===== src/rtl/cp0_intc_pkg.sv =====
// Shared CP0 definitions for the interrupt controller: register addresses,
// level width and the layout of one EPC stack entry.
package cp0_intc_pkg;

    localparam logic [4:0] CP0_LEVEL = 5'h0c;
    localparam logic [4:0] CP0_PEND  = 5'h0d;
    localparam logic [4:0] CP0_EPC   = 5'h0e;
    localparam logic [4:0] CP0_IE    = 5'h16;
    localparam logic [4:0] CP0_MASK  = 5'h17;

    // Level 0 means "not in an ISR"; channel i runs at level i+1, so 8 channels need 4 bits.
    localparam int LEVEL_W = 4;

    typedef logic [LEVEL_W-1:0] level_t;
    typedef logic [2:0]         cand_t;

    typedef struct packed {
        logic [31:0] pc;
        level_t      level;
    } epc_entry_t;

endpackage


===== src/rtl/cp0_intc_if.sv =====
// CP0 register access port: mtc0 writes and the combinational mfc0 read of cp0_addr.
interface cp0_intc_if;

    logic        mtc0_we;
    logic [4:0]  cp0_addr;
    logic [31:0] mtc0_data;
    logic [31:0] mfc0_data;

    modport master (
        output mtc0_we,
        output cp0_addr,
        output mtc0_data,
        input  mfc0_data
    );

    modport slave (
        input  mtc0_we,
        input  cp0_addr,
        input  mtc0_data,
        output mfc0_data
    );

endinterface


===== src/rtl/cp0_epc_stack.sv =====
// LIFO of {return pc, interrupted level} pairs; pop wins over push and over a top-entry rewrite.
module cp0_epc_stack
    import cp0_intc_pkg::*;
#(
    parameter int DEPTH = 3
) (
    input  logic        clk,
    input  logic        rst_n,
    input  logic        push,
    input  logic        pop,
    input  epc_entry_t  push_data,
    input  logic        wr_top,
    input  logic [31:0] wr_pc,
    output epc_entry_t  top,
    output logic        empty
);

    localparam int SPW  = $clog2(DEPTH + 1);
    localparam int IDXW = (DEPTH > 1) ? $clog2(DEPTH) : 1;

    epc_entry_t     mem [DEPTH];
    logic [SPW-1:0] sp;
    logic [SPW-1:0] sp_m1;
    logic [IDXW-1:0] wr_idx;
    logic [IDXW-1:0] top_idx;

    assign sp_m1   = sp - SPW'(1);
    assign wr_idx  = sp[IDXW-1:0];
    assign top_idx = sp_m1[IDXW-1:0];
    assign empty   = (sp == '0);
    assign top     = empty ? '0 : mem[top_idx];

    always_ff @(posedge clk or negedge rst_n) begin
        if (!rst_n) begin
            sp <= '0;
            for (int i = 0; i < DEPTH; i++) begin
                mem[i] <= '0;
            end
        end else if (pop && !empty) begin
            sp <= sp_m1;
        end else if (push && (sp != SPW'(DEPTH))) begin
            mem[wr_idx] <= push_data;
            sp          <= sp + SPW'(1);
        end else if (wr_top && !empty) begin
            mem[top_idx].pc <= wr_pc;
        end
    end

endmodule


===== src/rtl/cp0_intc.sv =====
// Prioritised, nestable interrupt controller living in CP0: edge-detects irq lines,
// redirects the pipeline to a per-channel vector and keeps a stack of return PCs/levels.
module cp0_intc
    import cp0_intc_pkg::*;
#(
    parameter int          N_IRQ      = 3,
    parameter logic [31:0] VEC_BASE   = 32'h400,
    parameter logic [31:0] VEC_STRIDE = 32'h200
) (
    input  logic             clk,
    input  logic             rst_n,
    input  logic [N_IRQ-1:0] irq_raw,
    input  logic             pipe_ready,
    input  logic [31:0]      pc_next,
    input  logic             eret,
    cp0_intc_if.slave        cp0,
    output logic             irq_take,
    output logic [31:0]      irq_vector,
    output logic [31:0]      epc,
    output logic             eret_err
);

    logic [N_IRQ-1:0] prev;
    logic [N_IRQ-1:0] pending;
    logic [N_IRQ-1:0] mask;
    logic [N_IRQ-1:0] rise;
    logic [N_IRQ-1:0] active;
    logic [N_IRQ-1:0] w1c;
    logic [N_IRQ-1:0] take_clr;
    logic             ie;
    level_t           level;
    level_t           cand_level;
    cand_t            cand;
    logic             cand_valid;
    logic             wr_ie;
    logic             wr_mask;
    logic             wr_pend;
    logic             wr_epc;
    epc_entry_t       push_data;
    epc_entry_t       top;
    logic             stack_empty;

    assign wr_ie   = cp0.mtc0_we && (cp0.cp0_addr == CP0_IE);
    assign wr_mask = cp0.mtc0_we && (cp0.cp0_addr == CP0_MASK);
    assign wr_pend = cp0.mtc0_we && (cp0.cp0_addr == CP0_PEND);
    assign wr_epc  = cp0.mtc0_we && (cp0.cp0_addr == CP0_EPC);

    assign rise   = irq_raw & ~prev;
    assign active = pending & mask;
    assign w1c    = wr_pend ? cp0.mtc0_data[N_IRQ-1:0] : '0;

    // Ascending scan so the highest-numbered active channel is the one left in cand.
    always_comb begin
        cand_valid = 1'b0;
        cand       = '0;
        for (int i = 0; i < N_IRQ; i++) begin
            if (active[i]) begin
                cand_valid = 1'b1;
                cand       = cand_t'(i);
            end
        end
    end

    assign cand_level = {1'b0, cand} + level_t'(1);
    assign irq_take   = cand_valid & ie & (cand_level > level) & pipe_ready & ~eret;
    assign irq_vector = irq_take
                      ? VEC_BASE + ((32'(N_IRQ - 1) - 32'(cand)) * VEC_STRIDE)
                      : '0;
    assign take_clr   = irq_take ? (N_IRQ'(1) << cand) : '0;

    assign push_data.pc    = pc_next;
    assign push_data.level = level;
    assign epc             = top.pc;

    cp0_epc_stack #(
        .DEPTH (N_IRQ)
    ) u_stack (
        .clk       (clk),
        .rst_n     (rst_n),
        .push      (irq_take),
        .pop       (eret),
        .push_data (push_data),
        .wr_top    (wr_epc),
        .wr_pc     (cp0.mtc0_data),
        .top       (top),
        .empty     (stack_empty)
    );

    // A rising edge re-arms a channel even if software clears it in the same cycle.
    always_ff @(posedge clk or negedge rst_n) begin
        if (!rst_n) begin
            prev     <= '0;
            pending  <= '0;
            mask     <= '0;
            ie       <= 1'b0;
            level    <= '0;
            eret_err <= 1'b0;
        end else begin
            prev    <= irq_raw;
            pending <= (pending & ~(w1c | take_clr)) | rise;
            if (wr_ie) begin
                ie <= cp0.mtc0_data[0];
            end
            if (wr_mask) begin
                mask <= cp0.mtc0_data[N_IRQ-1:0];
            end
            if (eret) begin
                if (stack_empty) begin
                    eret_err <= 1'b1;
                end else begin
                    level <= top.level;
                end
            end else if (irq_take) begin
                level <= cand_level;
            end
        end
    end

    always_comb begin
        cp0.mfc0_data = '0;
        case (cp0.cp0_addr)
            CP0_IE:    cp0.mfc0_data = {31'b0, ie};
            CP0_MASK:  cp0.mfc0_data = 32'(mask);
            CP0_PEND:  cp0.mfc0_data = 32'(pending);
            CP0_LEVEL: cp0.mfc0_data = 32'(level);
            CP0_EPC:   cp0.mfc0_data = top.pc;
            default:   cp0.mfc0_data = '0;
        endcase
    end

endmodule


===== src/flat_wrapper.sv =====
// flat-port wrapper written by rule: the top's interface ports become plain ports
module cp0_intc_flat import cp0_intc_pkg::*;
#(
    parameter int          N_IRQ      = 3,
    parameter logic [31:0] VEC_BASE   = 32'h400,
    parameter logic [31:0] VEC_STRIDE = 32'h200
)
  (clk, rst_n, irq_raw, pipe_ready, pc_next, eret, irq_take, irq_vector, epc, eret_err, cp0_mtc0_we, cp0_cp0_addr, cp0_mtc0_data, cp0_mfc0_data);
  cp0_intc_if cp0_i ();
  input  logic clk;
  input  logic rst_n;
  input  logic [N_IRQ-1:0] irq_raw;
  input  logic pipe_ready;
  input  logic [31:0] pc_next;
  input  logic eret;
  output logic irq_take;
  output logic [31:0] irq_vector;
  output logic [31:0] epc;
  output logic eret_err;
  input wire logic [$bits(cp0_i.mtc0_we)-1:0] cp0_mtc0_we;
  input wire logic [$bits(cp0_i.cp0_addr)-1:0] cp0_cp0_addr;
  input wire logic [$bits(cp0_i.mtc0_data)-1:0] cp0_mtc0_data;
  output wire logic [$bits(cp0_i.mfc0_data)-1:0] cp0_mfc0_data;
  assign cp0_i.mtc0_we = cp0_mtc0_we;
  assign cp0_i.cp0_addr = cp0_cp0_addr;
  assign cp0_i.mtc0_data = cp0_mtc0_data;
  assign cp0_mfc0_data = cp0_i.mfc0_data;
  cp0_intc #(.N_IRQ(N_IRQ), .VEC_BASE(VEC_BASE), .VEC_STRIDE(VEC_STRIDE)) u_core (.clk(clk), .rst_n(rst_n), .irq_raw(irq_raw), .pipe_ready(pipe_ready), .pc_next(pc_next), .eret(eret), .cp0(cp0_i), .irq_take(irq_take), .irq_vector(irq_vector), .epc(epc), .eret_err(eret_err));
endmodule

===== config.mk =====
export PLATFORM = sky130hd
export DESIGN_NAME = cp0_intc_flat
export DESIGN_NICKNAME = d
export VERILOG_FILES = /design/src/rtl/cp0_intc_pkg.sv /design/src/rtl/cp0_intc_if.sv /design/src/rtl/cp0_epc_stack.sv /design/src/rtl/cp0_intc.sv /design/src/flat_wrapper.sv
export SDC_FILE = /design/constraint.sdc
export NUM_CORES = 1
export LEC_CHECK = 0
export CAP_MARGIN = 25
export CELL_PAD_IN_SITES_DETAIL_PLACEMENT = 2
export CELL_PAD_IN_SITES_GLOBAL_PLACEMENT = 2
export CORE_MARGIN = 5
export CORE_UTILIZATION = 28
export CTS_CLUSTER_SIZE = 25
export DETAILED_ROUTE_END_ITERATION = 10
export GPL_ROUTABILITY_DRIVEN = 0
export PLACE_DENSITY = 0.85
export REMOVE_ABC_BUFFERS = 1
export SLEW_MARGIN = 0
export SYNTH_ARGS = -nofsm -noshare
export SYNTH_HDL_FRONTEND = slang
export SYNTH_SLANG_ARGS = --single-unit

===== constraint.sdc =====
create_clock -name clk -period 3.08 [get_ports clk]
set_input_delay 0.616 -clock clk [delete_from_list [all_inputs] [get_ports clk]]
set_output_delay 0.616 -clock clk [all_outputs]
set_load 0.02 [all_outputs]

**Word level (Yosys, flattened, before mapping)**

Index checks and enable logic that the tools add are counted.

- Register bits after elaboration: 125
- Input port bits: 77
- Output and inout port bits: 98
- Word-level logic and storage cells: 89

- Add/sub/neg operators: 5
- Magnitude comparators: 5
- Equality and inequality tests: 7
- Shift-type cells: 1
- Muxes and demuxes: 26
- Bitwise logic cells: 15
- Reductions and logical operators: 17

Operator list:

| operator | number |
|---|---|
| $bwmux W108 | 2 |
| $mux W108 | 2 |
| $mux W36 | 5 |
| $pmux W32 S5 | 1 |
| $demux W36 S2 | 2 |
| $bmux W36 S2 | 1 |
| $add A11 B32 Y32 const A | 1 |
| $mux W32 | 1 |
| $eq A5 B4 Y1 const B | 3 |
| $mux W4 | 3 |
| $eq A5 B5 Y1 const B | 2 |
| $and A3 B3 Y3 | 3 |
| $logic_and A1 B1 Y1 | 9 |
| $ge A3 B3 Y1 const B | 2 |
| $lt A3 B1 Y1 const B | 2 |
| $mux W2 | 3 |
| $mux W3 | 2 |
| $not A2 Y3 | 2 |
| $not A3 Y3 | 2 |
| $or A3 B3 Y3 | 2 |
| $reduce_and A2 Y1 | 3 |
| $reduce_bool A2 Y1 | 3 |
| $and A1 B1 Y1 | 4 |
| $gt A4 B4 Y1 | 1 |
| other kinds (10) | 15 |

**Longest topological paths before layout**

Gate-level depths: netlist of run 1.

- Depth after elaboration: 13
- Gate-level depth with buffers: 12
- Mapped depth without buffers: 10

**Modules after synthesis**

A second synthesis of run 1 with hierarchy kept.

- Cells, all modules: 697
- Area, all modules: 7,270.7 µm²

Modules (own cells, without submodules):

| module | times used | cells an instance | area an instance (µm²) | sequential area each (µm²) |
|---|---|---|---|---|
| cp0_epc_stack | 1 | 549 | 5,979.5 | 2,752.6 |
| cp0_intc | 1 | 148 | 1,291.2 | 375.4 |

**Worst setup path before layout of run 1**

OpenSTA, ideal clock, no wires.

- Path type: register to output
- Start: reg u_core.u_stack.sp[0]
- End: out cp0_mfc0_data[24]
- Data arrival time: 2.788 ns
- Data required time: 2.464 ns
- Path slack: -0.324 ns
- Cell stages (with the launch flop): 11
- Path buffers: 4
- Cells stage by stage: dfrtp_1 > clkbuf_1 > inv_1 > buf_1 > ha_1 > buf_1 > buf_1 > mux2i_1 > nor2_1 > a21oi_1 > nor2_1

- Longest elaborated chain between the ends: 7
- Elaborated cells on any way between the ends: 8
- Those cells by class: add/sub (1); mux (5); bitwise (1); reduce/logical (1)

RTL lines:

| item | line | source |
|---|---|---|
| start, declared | cp0_epc_stack.sv:22 | `logic [SPW-1:0] sp;` |
| start signal, assigned | cp0_epc_stack.sv:40 | `sp <= sp_m1;` |
| start signal, assigned | cp0_epc_stack.sv:43 | `sp <= sp + SPW'(1);` |
| $sub A2 B1 Y2 | cp0_epc_stack.sv:27 | `assign sp_m1 = sp - SPW'(1);` |
| via u_core.u_stack.sp_m1[0] | cp0_epc_stack.sv:23 | `logic [SPW-1:0] sp_m1;` |
| $not A2 Y3 (implied by the code) | cp0_epc_stack.sv:31 | `assign top = empty ? '0 : mem[top_idx];` |
| $bmux W36 S2 | cp0_epc_stack.sv:31 |  |
| $mux W36 (implied by the code) (2 in a row) | cp0_epc_stack.sv:31 |  |
| $mux W36 | cp0_epc_stack.sv:31 |  |
| $pmux W32 S5 | cp0_intc.sv:121 | `case (cp0.cp0_addr)` |
| end, declared | flat_wrapper.sv:23 | `output wire logic [$bits(cp0_i.mfc0_data)-1:0] cp0_mfc0_data;` |

The timed path passes the listed nets, and every way through them passes these cells. The select of a mux whose other input is x is not followed.

**Final worst setup path of run 1**

- Start: reg u_core.u_stack.sp[1]
- End: out epc[25]

- Longest elaborated chain between the ends: 6
- Elaborated cells on any way between the ends: 7
- Those cells by class: add/sub (1); mux (4); bitwise (1); reduce/logical (1)

RTL lines:

| item | line | source |
|---|---|---|
| $sub A2 B1 Y2 | cp0_epc_stack.sv:27 |  |
| $not A2 Y3 (implied by the code) | cp0_epc_stack.sv:31 |  |
| $bmux W36 S2 | cp0_epc_stack.sv:31 |  |
| $mux W36 (implied by the code) (2 in a row) | cp0_epc_stack.sv:31 |  |
| $mux W36 (*) | cp0_epc_stack.sv:31 |  |
| end, declared | flat_wrapper.sv:18 | `output logic [31:0] epc;` |

Every way passes the cells marked *; elsewhere a longest branch is shown, timed or not. The select of a mux whose other input is x is not followed.

==> impl_metrics.ini, run 1 <==
[timing]
slew_headroom_pct = 37.13
min_period_over_period_pct = 97.66
fin_setup_tns_ns = 0
worst_hold_slack_ns = 0.1830
finClkSkew_ns = 0.008978
hold_viol = 0
max_freq_mhz = 332.4
worstMarginPinSlew_ns = 0.9430
rsz0062_at_grt = yes
min_period_ns = 3.008
drv_slew = 0
setup_viol = 0

[pwr]
power_leakage_uw = 0.004579
vdd_drop_max_uv = 394.3
totalPowerFinal_uw = 8956
powerDensity_nw_per_um2 = 912.5

[global_route]
grt_util_all_layers_pct = 20.06
overflow = 0
met3_usage_pct = 4.250
grt.busiest_layer = met2
grt_pass1_wl_mm = 44.89
met1_usage_pct = 24.94
antenna_found_initial = 0
gr-usage-met2_pct = 35.20
grt_max_degree = 66
first_global_vias = 7701

[critical_path]
crit_top_cell = nor2_1
cp-end-kind = output pin
reg2reg_from = u_core.mask[2]
slowest_stage = dfrtp_1
critical-path-top-delay-family = buffers and inverters
slowest_delay_ns = 0.38
crit_type = flip-flop to output pin
worstRegToRegCells = 9
reg2reg_to = u_core.u_stack.mem[54]
cp.arrival_ns = 2.39
critPathBufInv = 3
rrSetupSlack_ns = 0.21
crit_path_start_kind = flip-flop
worstPathMaxFanout = 11
cp.required_ns = 2.46
timing.critical_path.cells = inv_1 > ha_4 > buf_8 > mux2i_1 > nor2_1 > a31oi_2 > nor2_1 > dlygate4sd2_1

[layout]
fillers = 2706
syn2layout_area_growth_pct = 39.03
regArea_um2 = 3128
final_nets = 955
n_antenna_cell = 0
final_cells = 1212
multiInputGateArea_um2 = 3618
drive_gt1_share_pct = 25.06

[die]
io_pins = 175
fp-row-count = 58
dieArea_um2 = 28490
dieWidth_um = 168.8
start_util_pct = 28.20
die_h_um = 168.8
fp.coreArea_um2 = 25040

[placement]
post-dp-hpwl_mm = 19.18
dp_cells = 1175
port_buffers = 145

[drt]
vias = 6553
drtIter0Drc = 370
first_pass_iters = 4
wl_per_cell_um = 23.63
drtAntennaViolNets = 0
viasPerCell = 5.407
drcViolationCount = 0
routed_wirelength_mm = 28.65

[clock_tree]
cts_hold_buffers = 0
cts_sinks = 125
cts_tree = built
cts_buffer_depth = 2
h-tree-depth = 4
cts_inserted_buffers = 17
clkTransAtPathRegs_ns = 0.06
root_buffer = clkbuf_16
clock_latency_ns = 0.42

[synth]
async_flop_share_pct = 100.0
syn_inst = 704
yosysWarningCount = 0
synth-edff-count = 0
ys_seq_area_share_pct = 44.31
synthesis.area_um2 = 7059
ys_seq_elements = 125
synth-main-ff-cell = dfrtp_1
avgSynthCellArea_um2 = 10.03
yosysUniqueCellTypes = 53

[run_status]
status = finished, final reports clean

[hold_path]
worstHoldPathType = primary input to async pin

[flow_run]
maxCapViolCount = 0
-- power breakdown --
| group | internal [µW] | switching [µW] |
|---|---|---|
| registers | 2230 | 388 |
| logic | 1850 | 2290 |
| clock network | 1430 | 769 |
| total | 5510 | 3450 |
-- logic make-up after synthesis --
kind of cell | count (synthesis) | synth area share (%)
AOI/OAI and AO/OA | 203 | 24.73
and+or+nand+nor | 203 | 14.23
DFF | 125 | 44.31
buffers and inverters | 117 | 8.401
muxes | 47 | 6.912
adders and majority gates | 7 | 1.241
other | 1 | 0.05312
xor gates and xnor gates | 1 | 0.1241
-- synth_stat cells (20+ instances only) --
master / count / area (µm²)
dfrtp_1: 125 / 3128
nor2_1: 100 / 375.4
o221a_2: 52 / 585.6
or3_1: 49 / 306.5
clkbuf_1: 36 / 135.1
a21oi_1: 34 / 170.2
mux2i_1: 33 / 330.3
o21a_1: 32 / 240.2
o22a_1: 32 / 280.3
buf_4: 30 / 225.2
inv_1: 28 / 105.1
nand2_1: 20 / 75.07
-- state kept, by name, indices dropped and copies added (netlist names) --
register	cells
u_core.u_stack.mem	108
u_core.level	4
u_core.mask	3
u_core.pending	3
u_core.prev	3
u_core.u_stack.sp	2
u_core.eret_err	1
u_core.ie	1
-- cell usage in the layout (no fill, tap or decap), types with 4 or more instances in the layout --
master and count:
clkbuf_2 11, mux2_2 14, nor2b_1 5, o21a_1 32
o211ai_1 19, a21oi_1 13, clkdlybuf4s15_1 9, a21oi_2 20
nand2b_1 4, nand2_1 17, nor2_1 98, o22a_1 32
clkbuf_16 17, or3_1 49, dfrtp_1 125, bufinv_16 4
clkbuf_8 4, conb_1 29, ha_1 5, buf_4 56
buf_12 7, inv_1 27, clkdlybuf4s50_1 76, dlygate4sd2_1 44
o221a_2 52, mux2i_1 32, o221a_1 12, and2_1 4
-- repair_timing --
action                                  4_1_cts  5_1_grt
pin swaps                                     0        4
gates resized for setup                      99       57
endpoints found under the setup margin       68       44
buffers inserted                              3        4
-- layout make-up --
class	count	share of cell area, %
flip-flops and latches	125	31.87
repair buffers	209	19.61
inverters	28	1.096
clock inverters	7	1.377
well taps	330	4.207
clock buffers	23	4.972
multi-input cells	490	36.87
-- layer usage --
metal | part of all wire [%] | routed length (µm)
met1 | 44 | 12470
met2 | 51 | 14590
met3 | 4.4 | 1266
met4 | 1.1 | 324
met5 | 0 | 0
-- through the flow --
stage,util (%),cell area [µm²],setup slack [ns]
6_report,39.20,9814,0.07192
5_1_grt,39.20,9814,-0.07887
4_1_cts,38.88,9734,-0.09655
3_5_place_dp,36.35,9101,-0.3225
3_3_place_gp,36.35,9101,-0.2129
2_1_floorplan,-,6676,-2.328
-- worst max-delay path by stage --
stage                                   to  depth (start not counted)  slack [ns]                 start
after global routing               epc[25]                          8       -0.08  u_core.u_stack.sp[1]
after global placement      irq_vector[11]                          8       -0.21                  eret
after CTS                 cp0_mfc0_data[0]                          9        -0.1  u_core.u_stack.sp[1]
final                              epc[25]                          8        0.07  u_core.u_stack.sp[1]
after floorplan           cp0_mfc0_data[0]                          7       -2.33  u_core.u_stack.sp[0]
after detailed placement     irq_vector[9]                          8       -0.32                  eret
(Power assumes the default switching activity.)
==> run 2, diff against run 1 <==
ABC_AREA = 1   (was unset)
CORE_UTILIZATION = 25   (was 28)
PLACE_DENSITY = 0.84   (was 0.85)
TNS_END_PERCENT = 100   (was unset)
==> run 2 against run 1 <==
- power is 3.5% lower
- setup slack got worse by 0.048 ns
- design area grew 19%
- sequential cell count stayed put
- clock power rose by 5%
- combinational power grew 5.6%
- area after synthesis is 26% higher
- utilization is 6.3 points lower
- worst hold slack worse by 0.073 ns
- sequential share of layout area shrank 5.0 points
- largest power group unchanged
==> impl_metrics.ini, run 2 <==
[clock_tree]
h-tree-depth = 4
clock_latency_ns = 0.45
cts_inserted_buffers = 17
clkTransAtPathRegs_ns = 0.07
cts_tree = built
root_buffer = clkbuf_16
cts_sinks = 125
cts_buffer_depth = 2
cts_hold_buffers = 0

[synth]
synthesis.area_um2 = 8910
synth-edff-count = 0
async_flop_share_pct = 100.0
avgSynthCellArea_um2 = 6.310
synth.most_common_cell = nand2_1
syn_inst = 1412
ys_seq_elements = 125
ys_seq_area_share_pct = 35.11
yosysUniqueCellTypes = 29
netlist.area_leader.share_pct = 35.11
synth_top_cell_by_area = dfrtp_1
netlist_top_cells_area = dfrtp_1 (35%), nand2_1 (29%), nand3b_1 (8.1%)
yosysWarningCount = 0
synth-main-ff-cell = dfrtp_1
synth_commonest_cells = nand2_1 (688), dfrtp_1 (125), nand3_1 (113)

[die]
fp.coreArea_um2 = 35400
fp-row-count = 69
io_pins = 175
dieArea_um2 = 39520
start_util_pct = 25.17
die_h_um = 198.8
dieWidth_um = 198.8

[placement]
port_buffers = 145
dp_cells = 1976
post-dp-hpwl_mm = 27.34
place_ws_ns = -0.2667

[timing]
rsz0062_at_grt = yes
min_period_ns = 3.056
hold_viol = 0
drv_slew = 0
fin_setup_tns_ns = 0
min_period_over_period_pct = 99.22
finClkSkew_ns = 0.01864
max_freq_mhz = 327.2
worstMarginPinSlew_ns = 0.7650
worst_hold_slack_ns = 0.1104
slew_headroom_pct = 49.00
fin_ws_ns = 0.02417
setup_viol = 0

[drt]
drcViolationCount = 0
routed_wirelength_mm = 42.02
drtAntennaViolNets = 0
wl_per_cell_um = 20.85
vias = 10120
first_pass_iters = 5
viasPerCell = 5.022
drtIter0Drc = 546

[critical_path]
crit_type = flip-flop to output pin
cp.required_ns = 2.46
slowest_delay_ns = 0.38
critPathBufInv = 4
crit_path_start_kind = flip-flop
crit_start = u_core.u_stack.sp[1]
reg2reg_from = u_core.mask[1]
slowest_stage = dfrtp_1
worstPathMaxFanout = 13
timing.critical_path.cells = inv_1 > ha_4 > nor2_4 > buf_4 > buf_12 > a22oi_1 > nor2_1 > dlygate4sd2_1
critical-path-top-delay-family = buffers and inverters
cp.arrival_ns = 2.44
cp-end-kind = output pin

[pwr]
vdd_drop_max_uv = 471.4
powerDensity_nw_per_um2 = 743.0
totalPowerFinal_uw = 8644
power_leakage_uw = 0.006470

[global_route]
antenna_found_initial = 0
first_global_vias = 11310
grt_pass1_wl_mm = 64.34
grt_max_degree = 63
grt_util_all_layers_pct = 20.91
overflow = 0

[layout]
multiInputGateArea_um2 = 4996
fillers = 4256
final_cell_mix = nand2_1 (682), dfrtp_1 (124), nand3_1 (113), nand3b_1 (96), inv_1 (87)
final_cells = 2015
final_nets = 1626
reg.largest.list = u_core.u_stack.mem: 108 flops, u_core.level: 4 flops
regMostFlops = u_core.u_stack.mem
drive_gt1_share_pct = 9.717
largest_reg_flops = 108
syn2layout_area_growth_pct = 30.57
final_common_cell = nand2_1
regArea_um2 = 3129
n_antenna_cell = 0

[flow_run]
maxCapViolCount = 0

[hold_path]
worstHoldPathType = primary input to async pin

[run_status]
status = finished, final reports clean
## run 2: per-layer routing
layer / track usage [%] / up-vias / share of wire [%]
li1: - / 4604 / -
met1: 25.74 / 5174 / 43
met2: 36.93 / 261 / 51
met3: 3.388 / 80 / 4.0
met4: 7.573 / 0 / 2.8
met5: 0 / - / 0
## run 2: worst paths after layout
path | end | slack (ns) | cells after the start
min in group clk | u_core.pending[0] | 0.43 | 1
worst min register to register | u_core.pending[0] | 0.43 | 1
worst min-delay path | u_core.u_stack.mem[30] | 0.11 | 1
worst max-delay path | epc[15] | 0.02 | 8
max in group asynchronous | u_core.u_stack.mem[37] | 2.22 | 2
worst max register to register | u_core.u_stack.mem[41] | 0.11 | 14
## run 2: report_power, final
group	switching [µW]	internal (µW)	total, µW	leakage (µW)
combinational	3080	1300	4370	0.00445
sequential	123	1820	1950	0.00170
clock	870	1450	2320	0.000321
## run 2: what timing repair did
action | in CTS | in global routing
setup buffers | 7 | 1
gates resized for setup | 82 | 49
pin swaps | 2 | 4
setup endpoints to repair | 68 | 129
## run 2: per-stage QoR
step / utilization, % / cell area (µm²)
floorplan: - / 8358
finish: 32.87 / 11630
detailed placement: 30.94 / 10950
global placement: 30.94 / 10950
global route: 32.87 / 11630
CTS: 32.82 / 11620
## run 2: logic make-up (layout without fill, tap and decap cells)
group,after synthesis,after routing,share of synthesized area [%]
AO/OA/AOI/OAI,78,78,5.393
other,1,29,0.04209
buffers and inverters,222,336,11.29
multiplexers,1,1,0.1264
AND/OR/NAND/NOR,977,977,46.96
XOR/XNOR,1,1,0.09832
flip-flops,125,125,35.11
adder cells (fa/ha/maj),7,7,0.9830
## run 2: area by class of cell
cell class | instances | share of cell area, %
Clock buffer | 17 | 3.657
Timing Repair Buffer | 212 | 16.51
Inverter | 93 | 3.044
Multi-Input combinational cell | 1093 | 42.94
Clock inverter | 14 | 1.990
Sequential cell | 125 | 26.90
Tap cell | 461 | 4.958
